## src/rtl/lcd_pkg.sv

```systemverilog
// Shared definitions for the LCD 1602A path: FSM encoding, register-select
// values, default HD44780 timing in 50 MHz clock cycles and command bytes.
package lcd_pkg;

    // One-hot driver state encoding (9 states)
    typedef enum logic [8:0] {
        ST_IDLE     = 9'b000000001,
        ST_SETUP_HI = 9'b000000010,
        ST_EN_HI    = 9'b000000100,
        ST_GAP      = 9'b000001000,
        ST_SETUP_LO = 9'b000010000,
        ST_EN_LO    = 9'b000100000,
        ST_EXEC     = 9'b001000000,
        ST_DONE     = 9'b010000000,
        ST_RELEASE  = 9'b100000000
    } drv_state_e;

    // Register select values
    localparam logic RS_CMD  = 1'b0;
    localparam logic RS_DATA = 1'b1;

    // Default timing (cycles at 50 MHz)
    localparam int T_SETUP_DEF = 2;     // address setup before E rises
    localparam int T_EN_DEF    = 13;    // E pulse width
    localparam int T_GAP_DEF   = 50;    // E low between nibbles
    localparam int T_EXEC_DEF  = 2100;  // short-instruction execution time
    localparam int CNT_W_DEF   = 12;

    // Command bytes used by the controller
    localparam logic [7:0] SETUP      = 8'h28;  // 4-bit, 2 lines, 5x8
    localparam logic [7:0] ENTRY_MODE = 8'h06;  // increment, no shift
    localparam logic [7:0] DISP_ON    = 8'h0C;  // display on, cursor off
    localparam logic [7:0] CLEAR_CMD  = 8'h01;  // clear display
    localparam logic [7:0] HOME_CMD   = 8'h02;  // return home

    // Nibble helpers
    function automatic logic [3:0] hi_nibble(input logic [7:0] b);
        return b[7:4];
    endfunction

    function automatic logic [3:0] lo_nibble(input logic [7:0] b);
        return b[3:0];
    endfunction

endpackage

```

## src/rtl/lcd_delay_counter.sv

```systemverilog
// Down-counter that times each driver state. Loading T-1 on state entry
// and leaving the state when zero is reached gives exactly T cycles.
module lcd_delay_counter #(
    parameter int CNT_W = 12
) (
    input  logic             clk,
    input  logic             rst,
    input  logic             load,
    input  logic [CNT_W-1:0] load_val,
    output logic             zero
);

    logic [CNT_W-1:0] cnt_q;

    // Load takes priority; otherwise count down and hold at zero
    always_ff @(posedge clk or posedge rst) begin
        if (rst) begin
            cnt_q <= '0;
        end else if (load) begin
            cnt_q <= load_val;
        end else if (cnt_q != '0) begin
            cnt_q <= cnt_q - 1'b1;
        end
    end

    assign zero = (cnt_q == '0);

endmodule

```

## src/rtl/lcd_nibble_driver.sv

```systemverilog
// HD44780 4-bit physical-layer driver: sends one byte per request as a
// high/low nibble pair with setup, enable-width, gap and execution timing,
// then pulses driver_rdy. Pins are registered from next-state decode so
// they change cleanly on clock edges.
module lcd_nibble_driver
    import lcd_pkg::*;
#(
    parameter int T_SETUP_CYC = T_SETUP_DEF,
    parameter int T_EN_CYC    = T_EN_DEF,
    parameter int T_GAP_CYC   = T_GAP_DEF,
    parameter int T_EXEC_CYC  = T_EXEC_DEF,
    parameter int CNT_W       = CNT_W_DEF
) (
    input  logic       clk,
    input  logic       rst,
    input  logic       drv_enable,
    input  logic [7:0] drv_data,
    input  logic       drv_rs,
    output logic       driver_rdy,
    output logic       busy,
    output logic       lcd_e,
    output logic       lcd_rs,
    output logic       lcd_rw,
    output logic [3:0] lcd_db
);

    localparam logic [CNT_W-1:0] LD_SETUP = CNT_W'(T_SETUP_CYC - 1);
    localparam logic [CNT_W-1:0] LD_EN    = CNT_W'(T_EN_CYC - 1);
    localparam logic [CNT_W-1:0] LD_GAP   = CNT_W'(T_GAP_CYC - 1);
    localparam logic [CNT_W-1:0] LD_EXEC  = CNT_W'(T_EXEC_CYC - 1);

    drv_state_e       state_q, state_d;
    logic [7:0]       data_q, data_d;
    logic             rs_q, rs_d;
    logic             cnt_load;
    logic [CNT_W-1:0] cnt_val;
    logic             cnt_zero;

    logic             e_q, e_d;
    logic             rs_pin_q, rs_pin_d;
    logic [3:0]       db_q, db_d;
    logic             busy_q, busy_d;
    logic             rdy_q, rdy_d;

    lcd_delay_counter #(.CNT_W(CNT_W)) u_delay (
        .clk      (clk),
        .rst      (rst),
        .load     (cnt_load),
        .load_val (cnt_val),
        .zero     (cnt_zero)
    );

    // State, latched byte and pin registers
    always_ff @(posedge clk or posedge rst) begin
        if (rst) begin
            state_q  <= ST_IDLE;
            data_q   <= '0;
            rs_q     <= 1'b0;
            e_q      <= 1'b0;
            rs_pin_q <= 1'b0;
            db_q     <= '0;
            busy_q   <= 1'b0;
            rdy_q    <= 1'b0;
        end else begin
            state_q  <= state_d;
            data_q   <= data_d;
            rs_q     <= rs_d;
            e_q      <= e_d;
            rs_pin_q <= rs_pin_d;
            db_q     <= db_d;
            busy_q   <= busy_d;
            rdy_q    <= rdy_d;
        end
    end

    // Next-state sequencing with counter loads, plus pin decode of the next state
    always_comb begin
        state_d  = state_q;
        data_d   = data_q;
        rs_d     = rs_q;
        cnt_load = 1'b0;
        cnt_val  = '0;

        case (state_q)
            ST_IDLE: begin
                if (drv_enable) begin
                    state_d  = ST_SETUP_HI;
                    data_d   = drv_data;
                    rs_d     = drv_rs;
                    cnt_load = 1'b1;
                    cnt_val  = LD_SETUP;
                end
            end
            ST_SETUP_HI: begin
                if (cnt_zero) begin
                    state_d  = ST_EN_HI;
                    cnt_load = 1'b1;
                    cnt_val  = LD_EN;
                end
            end
            ST_EN_HI: begin
                if (cnt_zero) begin
                    state_d  = ST_GAP;
                    cnt_load = 1'b1;
                    cnt_val  = LD_GAP;
                end
            end
            ST_GAP: begin
                if (cnt_zero) begin
                    state_d  = ST_SETUP_LO;
                    cnt_load = 1'b1;
                    cnt_val  = LD_SETUP;
                end
            end
            ST_SETUP_LO: begin
                if (cnt_zero) begin
                    state_d  = ST_EN_LO;
                    cnt_load = 1'b1;
                    cnt_val  = LD_EN;
                end
            end
            ST_EN_LO: begin
                if (cnt_zero) begin
                    state_d  = ST_EXEC;
                    cnt_load = 1'b1;
                    cnt_val  = LD_EXEC;
                end
            end
            ST_EXEC: begin
                if (cnt_zero) begin
                    state_d = ST_DONE;
                end
            end
            ST_DONE: begin
                state_d = ST_RELEASE;
            end
            ST_RELEASE: begin
                // A held enable must not start a second transfer
                if (!drv_enable) begin
                    state_d = ST_IDLE;
                end
            end
            default: begin
                state_d = ST_IDLE;
            end
        endcase

        e_d      = (state_d == ST_EN_HI) || (state_d == ST_EN_LO);
        busy_d   = (state_d != ST_IDLE);
        rdy_d    = (state_d == ST_DONE);
        rs_pin_d = (state_d != ST_IDLE) ? rs_d : 1'b0;
        case (state_d)
            ST_SETUP_HI, ST_EN_HI, ST_GAP:                    db_d = hi_nibble(data_d);
            ST_SETUP_LO, ST_EN_LO, ST_EXEC, ST_DONE, ST_RELEASE: db_d = lo_nibble(data_d);
            default:                                          db_d = 4'h0;
        endcase
    end

    // A zero-length timed state or a counter too narrow would break the timing
    always @(posedge clk) begin
        assert (T_SETUP_CYC > 0 && T_EN_CYC > 0 && T_GAP_CYC > 0 && T_EXEC_CYC > 0)
            else $error("lcd_nibble_driver: timing parameter of zero cycles");
        assert (T_EXEC_CYC - 1 < (1 << CNT_W) && T_GAP_CYC - 1 < (1 << CNT_W))
            else $error("lcd_nibble_driver: CNT_W too narrow for timing parameters");
    end

    assign driver_rdy = rdy_q;
    assign busy       = busy_q;
    assign lcd_e      = e_q;
    assign lcd_rs     = rs_pin_q;
    assign lcd_rw     = 1'b0;
    assign lcd_db     = db_q;

endmodule

```

## config.mk

```make
export PLATFORM = sky130hd
export DESIGN_NAME = lcd_nibble_driver
export DESIGN_NICKNAME = d
export VERILOG_FILES = /design/src/rtl/lcd_pkg.sv /design/src/rtl/lcd_delay_counter.sv /design/src/rtl/lcd_nibble_driver.sv
export SDC_FILE = /design/constraint.sdc
export NUM_CORES = 1
export LEC_CHECK = 0
export CAP_MARGIN = 20
export CORE_MARGIN = 2
export CORE_UTILIZATION = 30
export CTS_BUF_LIST = sky130_fd_sc_hd__clkbuf_4 sky130_fd_sc_hd__clkbuf_8 sky130_fd_sc_hd__clkbuf_16
export CTS_CLUSTER_DIAMETER = 50
export DETAILED_ROUTE_END_ITERATION = 7
export GPL_ROUTABILITY_DRIVEN = 0
export SLEW_MARGIN = 20
export SYNTH_ARGS = -nofsm -noshare
export SYNTH_HDL_FRONTEND = slang
export SYNTH_HIERARCHICAL = 1
export SYNTH_SLANG_ARGS = --single-unit
export TNS_END_PERCENT = 5
```

## constraint.sdc

```tcl
create_clock -name clk -period 8.7 [get_ports clk]
set_input_delay 0.87 -clock clk [delete_from_list [all_inputs] [get_ports clk]]
set_output_delay 0.87 -clock clk [all_outputs]
set_load 0.01 [all_outputs]
```

==> results of run 1 <==
routing by layer:
metal,part of all wire,up-vias
li1,-,771
met1,0.49,707
met2,0.47,30
met3,0.038,2
met4,0.0020,0
met5,0,-
cell usage after synthesis (all sizes together):
cell type	instances
dfrtp	37
nand2	16
nor2	14
nor3	11
inv	10
o21ai	10
mux2i	9
nor2b	9
buf	8
xnor2	8
a21oi	7
mux2	6
nor4	6
nand3	5
nand4	5
o211ai	5
a22o	4
clkbuf	4
nand2b	4
o31ai	3
or3	3
a21boi	2
ha	2
nand3b	2
nor3b	2
o31a	2
xor2	2
a211oi	1
a31oi	1
and4bb	1
conb	1
dfstp	1
nand4b	1
nor4b	1
o21a	1
o22ai	1
or2	1
or4	1
or4b	1
area by class of cell:
class | instances | area share
Sequential cell | 38 | 0.3788
Tap cell | 96 | 0.04778
Clock inverter | 3 | 0.02738
Timing Repair Buffer | 20 | 0.07865
Multi-Input combinational cell | 153 | 0.4251
Inverter | 10 | 0.01493
Clock buffer | 5 | 0.02738
path summary, 6_finish.rpt:
path                             startpoint                to  slack (ps)  depth (start not counted)
max in group asynchronous               rst        state_q[0]        7370                          2
hold reg to reg                   data_q[5]         data_q[5]         490                          2
hold / removal                    data_q[5]         data_q[5]         490                          2
setup reg to reg           u_delay/cnt_q[0]  u_delay/cnt_q[6]        5330                         10
min in group asynchronous               rst  u_delay/cnt_q[0]         940                          2
setup / recovery           u_delay/cnt_q[0]  u_delay/cnt_q[6]        5330                         10
state kept, by name (all words and copies together), names as in the netlist:
register	count
busy	1
rs_q	1
lcd_db	4
lcd_e	1
lcd_rs	1
driver_rdy	1
state_q	9
u_delay/cnt_q	12
data_q	8
cell families (layout without fill, tap and decap cells):
family                     after synthesis  in the layout
adders and majority gates                2              2
xor gates and xnor gates                10             10
DFF                                     38             38
muxes                                   15             15
and+or+nand+nor                         83             83
buffers and inverters                   22             38
AOI/OAI and AO/OA                       37             37
other                                    1              6
critical path, cell delays in order (launching register included):
cell and delay [ps]:
sky130_fd_sc_hd__dfrtp_1 390, sky130_fd_sc_hd__inv_1 120, sky130_fd_sc_hd__ha_1 180, sky130_fd_sc_hd__or4b_4 480, sky130_fd_sc_hd__nor4b_4 260, sky130_fd_sc_hd__buf_4 270, sky130_fd_sc_hd__nand2_1 100, sky130_fd_sc_hd__or4_4 450
sky130_fd_sc_hd__nand3_1 540, sky130_fd_sc_hd__nor2_1 220, sky130_fd_sc_hd__a22o_1 240
power by group through the flow:
stage | logic, mW | clock network (mW) | registers (mW)
after detailed placement | 0.298 | 0 | 0.295
after global placement | 0.298 | 0 | 0.293
after floorplan | 0.240 | 0 | 0.280
final | 0.297 | 0.183 | 0.291
after CTS | 0.301 | 0.188 | 0.292
after global routing | 0.333 | 0.197 | 0.301
metrics by stage:
stage | cell area, µm² | power (mW) | utilization | hold WS, ps | cells
floorplan | 2122 | 0.5202 | - | 449.6 | 213
global placement | 2376 | 0.5915 | 0.3497 | 467.9 | 317
detailed placement | 2376 | 0.5936 | 0.3497 | 474.2 | 317
CTS | 2514 | 0.7804 | 0.3700 | 494.5 | 325
global route | 2514 | 0.8319 | 0.3700 | 521.7 | 325
finish | 2514 | 0.7710 | 0.3700 | 487.0 | 325
==> flow_metrics.env, run 1 <==
export IMPL_seq_power_share=0.378
export IMPL_synth_top_area_cell="sky130_fd_sc_hd__dfrtp_1"
export IMPL_cp_max_fo=22
export IMPL_crit_path_time_final_ps=3372
export IMPL_area_growth_syn_to_layout_pct=19.51
export IMPL_sw_frac_of_total=0.3435
export IMPL_rows=30
export IMPL_ys_types=52
export IMPL_multiInputGateArea_um2=1069
export IMPL_final_antenna_net_count=0
export IMPL_synthesis_area_um2=2103
export IMPL_vias_per_cell=4.646
export IMPL_clk_insertion_delay_late_ps=290
export IMPL_final_layout_size_suffix_gt1_frac=0.1354
export IMPL_fmaxAchievable_mhz=296.6
export IMPL_combinational_family_with_the_most_area_after_synthesis="simple AND/OR/NAND/NOR gates"
export IMPL_grtUsageMet2=0.1846
export IMPL_synth_compound_area_share=0.1184
export IMPL_leakagePower_nw=1.088
export IMPL_post_synth_mux_area_share=0.08031
export IMPL_layout_nets=242
export IMPL_initial_core_util=0.3096
export IMPL_slew_limit_headroom=0.4567
export IMPL_cts_max_level=2
export IMPL_detailroute_via_count=1510
export IMPL_synth_seq_area_share=0.4527
export IMPL_grt_total_usage=0.1157
export IMPL_drt_pre_antenna_iters=4
export IMPL_finalSetupTns_ps=0
export IMPL_place_hpwl_um=2879
export IMPL_yosys_register_bits=38
export IMPL_postSynthCellCount=208
export IMPL_cell_internal_pwr_mw=0.5062
export IMPL_place_port_buffers=19
export IMPL_yosys_warnings=6
export IMPL_finalHoldViolCount=0
export IMPL_power_per_cell_area_nw_per_um2=306.7
export IMPL_path_class="reg2reg"
export IMPL_total_switching_power_mw=0.2648
export IMPL_final_max_slew_viol_count=0
export IMPL_vdd_drop_max_mv=0.1831
export IMPL_grt_setup_unrepaired="no"
export IMPL_first_pass_grt_wire_length_um=7017
export IMPL_tightestPinTransition_ps=807.6
export IMPL_die_y_um=87.73
export IMPL_grt_pass1_vias=1460
export IMPL_drt_iter0_markers=53
export IMPL_dp_worst_setup_slack_ps=5345
export IMPL_tritoncts_num_sinks=38
export IMPL_cp_arrival_ps=3550
export IMPL_grt_busiest_layer="met2"
export IMPL_status="complete, no violations"
export IMPL_remaining_drc_errors=0
export IMPL_power_combinational_fraction=0.385
export IMPL_met3_usage=0.03299
export IMPL_postCtsHoldBufs=0
export IMPL_synth_top_area_frac=0.4402
export IMPL_grt_overflow_total=0
export IMPL_holdCritPathClass="reg2reg"
export IMPL_cts_reportedPaths_clkPinSlew_ps=80
export IMPL_synth_adder_area_share=0.01190
export IMPL_ys_top_cells_by_area="sky130_fd_sc_hd__dfrtp_1 (44%), sky130_fd_sc_hd__mux2i_1 (4.3%), sky130_fd_sc_hd__xnor2_1 (3.3%), sky130_fd_sc_hd__nand2_1 (2.9%), sky130_fd_sc_hd__nor2b_1 (2.7%)"
export IMPL_final_cell_mix="sky130_fd_sc_hd__dfrtp_1 (37), sky130_fd_sc_hd__clkdlybuf4s50_1 (19), sky130_fd_sc_hd__nand2_1 (16)"
export IMPL_cts_root_to_sink_buffers=2
export IMPL_antenna_cells=0
export IMPL_grt_max_degree=27
export IMPL_postCtsResizedCells=0
export IMPL_die_w_um=87.73
export IMPL_finalSetupViolations=0
export IMPL_tritoncts_clock_tree="yes"
export IMPL_fillerInstances=674
export IMPL_design_die_area_um2=7697
export IMPL_cts_root_buffer="sky130_fd_sc_hd__clkbuf_8"
export IMPL_layout_commonest_cell="sky130_fd_sc_hd__dfrtp_1"
export IMPL_drt_total_wl_um=4099
export IMPL_clock_power_share=0.237
export IMPL_seq_area_um2=952.2
export IMPL_grt_antenna_before_repair=0
export IMPL_finalCritPeriodShare=0.3876
export IMPL_tritoncts_num_buffers=5
export IMPL_worst_clock_skew_ps=6.664
export IMPL_synthSimpleGateAreaFrac=0.2451
export IMPL_post_cts_repair_setup_buffers=0
export IMPL_pnr_worst_setup_slack_ps=5328
export IMPL_critPathCaptureType="flip-flop"
export IMPL_met1_usage=0.1570
export IMPL_start_kind="flip-flop"
export IMPL_avgSynthCellArea_um2=10.11
export IMPL_boundaryPins=21
export IMPL_required_ps=8880
export IMPL_drt_wirelength_per_cell_um=12.61
export IMPL_post_synth_xor_area_fraction=0.04164
export IMPL_fp_coreArea_um2=6794
export IMPL_drv_max_cap_violation_count=0
Note: power is estimated with default switching activity, not from simulation.
==> inputs of run 2 (changes only) <==
==> constraint.sdc (replaced) <==
create_clock -name clk -period 2.79 [get_ports clk]
set_input_delay 0.279 -clock clk [delete_from_list [all_inputs] [get_ports clk]]
set_output_delay 0.279 -clock clk [all_outputs]
set_load 0.01 [all_outputs]
==> flow_metrics.env, run 2 (synthesis gave the netlist of run 1 again) <==
export IMPL_seq_area_um2=952.2
export IMPL_first_pass_grt_wire_length_um=7431
export IMPL_reg2reg_depth=9
export IMPL_timing_critical_path_max_delay_family="simple AND/OR/NAND/NOR gates"
export IMPL_cell_internal_pwr_mw=1.657
export IMPL_cts_reportedPaths_clkPinSlew_ps=80
export IMPL_place_hpwl_um=3048
export IMPL_clock_power_share=0.233
export IMPL_seq_power_share=0.367
export IMPL_sw_frac_of_total=0.3334
export IMPL_boundaryPins=21
export IMPL_fp_coreArea_um2=6794
export IMPL_start_kind="flip-flop"
export IMPL_drv_max_cap_violation_count=0
export IMPL_reg2reg_from="u_delay/cnt_q[1]"
export IMPL_crit_path_time_final_ps=2607
export IMPL_grt_overflow_total=0
export IMPL_die_y_um=87.73
export IMPL_timing_critical_path_slowest_cell_delay_ps=480
export IMPL_required_ps=3000
export IMPL_endpoint_of_the_lowest_slack_register_to_register_path="lcd_db[3]"
export IMPL_largest_register="u_delay/cnt_q"
export IMPL_grt_antenna_before_repair=0
export IMPL_number_of_gates_on_the_worst_path_with_buffers_counted=9
export IMPL_post_cts_repair_setup_buffers=0
export IMPL_layout_top_registers="u_delay/cnt_q (12), state_q (9), data_q (8)"
export IMPL_rows=30
export IMPL_drt_wirelength_per_cell_um=12.58
export IMPL_crit_path_start="u_delay/cnt_q[1]"
export IMPL_detailroute_via_count=1535
export IMPL_remaining_drc_errors=0
export IMPL_final_max_slew_viol_count=0
export IMPL_finalHoldViolCount=0
export IMPL_vias_per_cell=4.637
export IMPL_grt_max_degree=27
export IMPL_grt_setup_unrepaired="yes"
export IMPL_drt_iter0_markers=42
export IMPL_worst_clock_skew_ps=4.836
export IMPL_power_per_cell_area_nw_per_um2=956.6
export IMPL_antenna_cells=0
export IMPL_drt_total_wl_um=4163
export IMPL_tritoncts_num_sinks=38
export IMPL_tritoncts_clock_tree="yes"
export IMPL_worstPathBufferInverterCount=2
export IMPL_cts_root_to_sink_buffers=2
export IMPL_cp_arrival_ps=2810
export IMPL_layout_nets=248
export IMPL_critPathCaptureType="flip-flop"
export IMPL_cp_slowest_cell="sky130_fd_sc_hd__or4b_4"
export IMPL_setup_worst_path_end="lcd_db[3]"
export IMPL_final_layout_size_suffix_gt1_frac=0.1617
export IMPL_finalCritPeriodShare=0.9344
export IMPL_power_mw=2.486
export IMPL_fillerInstances=679
export IMPL_grt_total_usage=0.1220
export IMPL_cts_max_level=2
export IMPL_ff2ff_setup_slack_ps=180
export IMPL_postCtsHoldBufs=0
export IMPL_largest_register_ffs=12
export IMPL_cts_root_buffer="sky130_fd_sc_hd__clkbuf_8"
export IMPL_place_port_buffers=19
export IMPL_clk_insertion_delay_late_ps=280
export IMPL_critical_path_cell_chain="inv_1 -> ha_1 -> or4b_4 -> nor4b_4 -> buf_6 -> mux2i_1 -> nor2_1 -> nor3_4 -> mux2i_1"
export IMPL_design_die_area_um2=7697
export IMPL_vdd_drop_max_mv=0.3854
export IMPL_cp_max_fo=21
export IMPL_final_antenna_net_count=0
export IMPL_grt_pass1_vias=1603
export IMPL_path_class="reg2reg"
export IMPL_area_growth_syn_to_layout_pct=23.56
export IMPL_status="complete, no violations"
export IMPL_final_cell_mix="sky130_fd_sc_hd__dfrtp_1 (37), sky130_fd_sc_hd__clkdlybuf4s50_1 (19), sky130_fd_sc_hd__nand2_1 (16)"
export IMPL_initial_core_util=0.3096
export IMPL_tritoncts_num_buffers=5
export IMPL_layout_commonest_cell="sky130_fd_sc_hd__dfrtp_1"
export IMPL_total_switching_power_mw=0.8288
export IMPL_finalSetupViolations=0
export IMPL_drt_pre_antenna_iters=4
export IMPL_die_w_um=87.73
export IMPL_leakagePower_nw=1.133
export IMPL_power_combinational_fraction=0.400
export IMPL_finalSetupTns_ps=0
export IMPL_multiInputGateArea_um2=1087
export IMPL_timing_critical_path_mode_cell="sky130_fd_sc_hd__mux2i_1"
export IMPL_holdCritPathClass="in2async"
export IMPL_fmaxAchievable_mhz=383.6
[run 2: changes by cell type in the layout (fill, tap and decap cells not counted)]
cell                       previous run  this run
sky130_fd_sc_hd__buf_4                1         5
sky130_fd_sc_hd__buf_12               0         1
sky130_fd_sc_hd__buf_6                0         1
sky130_fd_sc_hd__clkbuf_8             5         6
sky130_fd_sc_hd__clkinv_4             1         0
sky130_fd_sc_hd__nand3_1              4         3
sky130_fd_sc_hd__nand3_4              0         1
sky130_fd_sc_hd__nor3_2               4         3
sky130_fd_sc_hd__nor3_4               0         1
[run 2: area by class of cell]
type / instances / area share
clock buffers: 6 / 0.03178
flip-flops and latches: 38 / 0.3664
well taps: 96 / 0.04622
multi-input cells: 153 / 0.4184
repair buffers: 26 / 0.09966
inverters: 10 / 0.01444
clock inverters: 2 / 0.02311
[run 2: routing by layer]
| metal | global-route usage | up-vias | routed length [µm] |
|---|---|---|---|
| met4 | 0.01678 | 0 | 8 |
| met2 | 0.2107 | 22 | 2033 |
| met5 | 0 | - | 0 |
| li1 | - | 778 | - |
| met1 | 0.1569 | 733 | 1951 |
| met3 | 0.03299 | 2 | 169 |
[run 2: power by group through the flow]
stage | Sequential [mW] | Combinational, mW | Clock [mW]
2_1_floorplan | 0.874 | 0.761 | 0
3_3_place_gp | 0.915 | 0.986 | 0
3_5_place_dp | 0.923 | 0.994 | 0
4_1_cts | 0.914 | 1.00 | 0.597
5_1_grt | 0.944 | 1.12 | 0.624
6_report | 0.913 | 0.995 | 0.578
[run 2: timing repair]
item / 4_1_cts / 5_1_grt
pin swaps: 0 / 1
setup endpoints to repair: 1 / 7
resized for setup: 1 / 2
[run 2: worst min path at each step]
stage               from               end  slack [ps]  cells after the start
2_1_floorplan        rst  u_delay/cnt_q[0]         140                      1
3_3_place_gp   data_q[5]         data_q[5]         470                      2
3_5_place_dp        rs_q              rs_q         480                      1
4_1_cts              rst  u_delay/cnt_q[3]         370                      2
5_1_grt              rst  u_delay/cnt_q[3]         380                      2
6_report             rst  u_delay/cnt_q[3]         330                      2
[run 2: metrics by stage]
step                hold WS, ps  utilization  std cells  worst slack, ps  instance area [µm²]
CTS                       371.1       0.3808        331            93.32                 2587
floorplan                 143.7            -        213           -208.7                 2147
global placement          471.5       0.3589        323            122.6                 2439
detailed placement        475.3       0.3589        323           0.4132                 2439
global route              377.6       0.3825        331           -16.88                 2599
finish                    334.9       0.3825        331            183.0                 2599
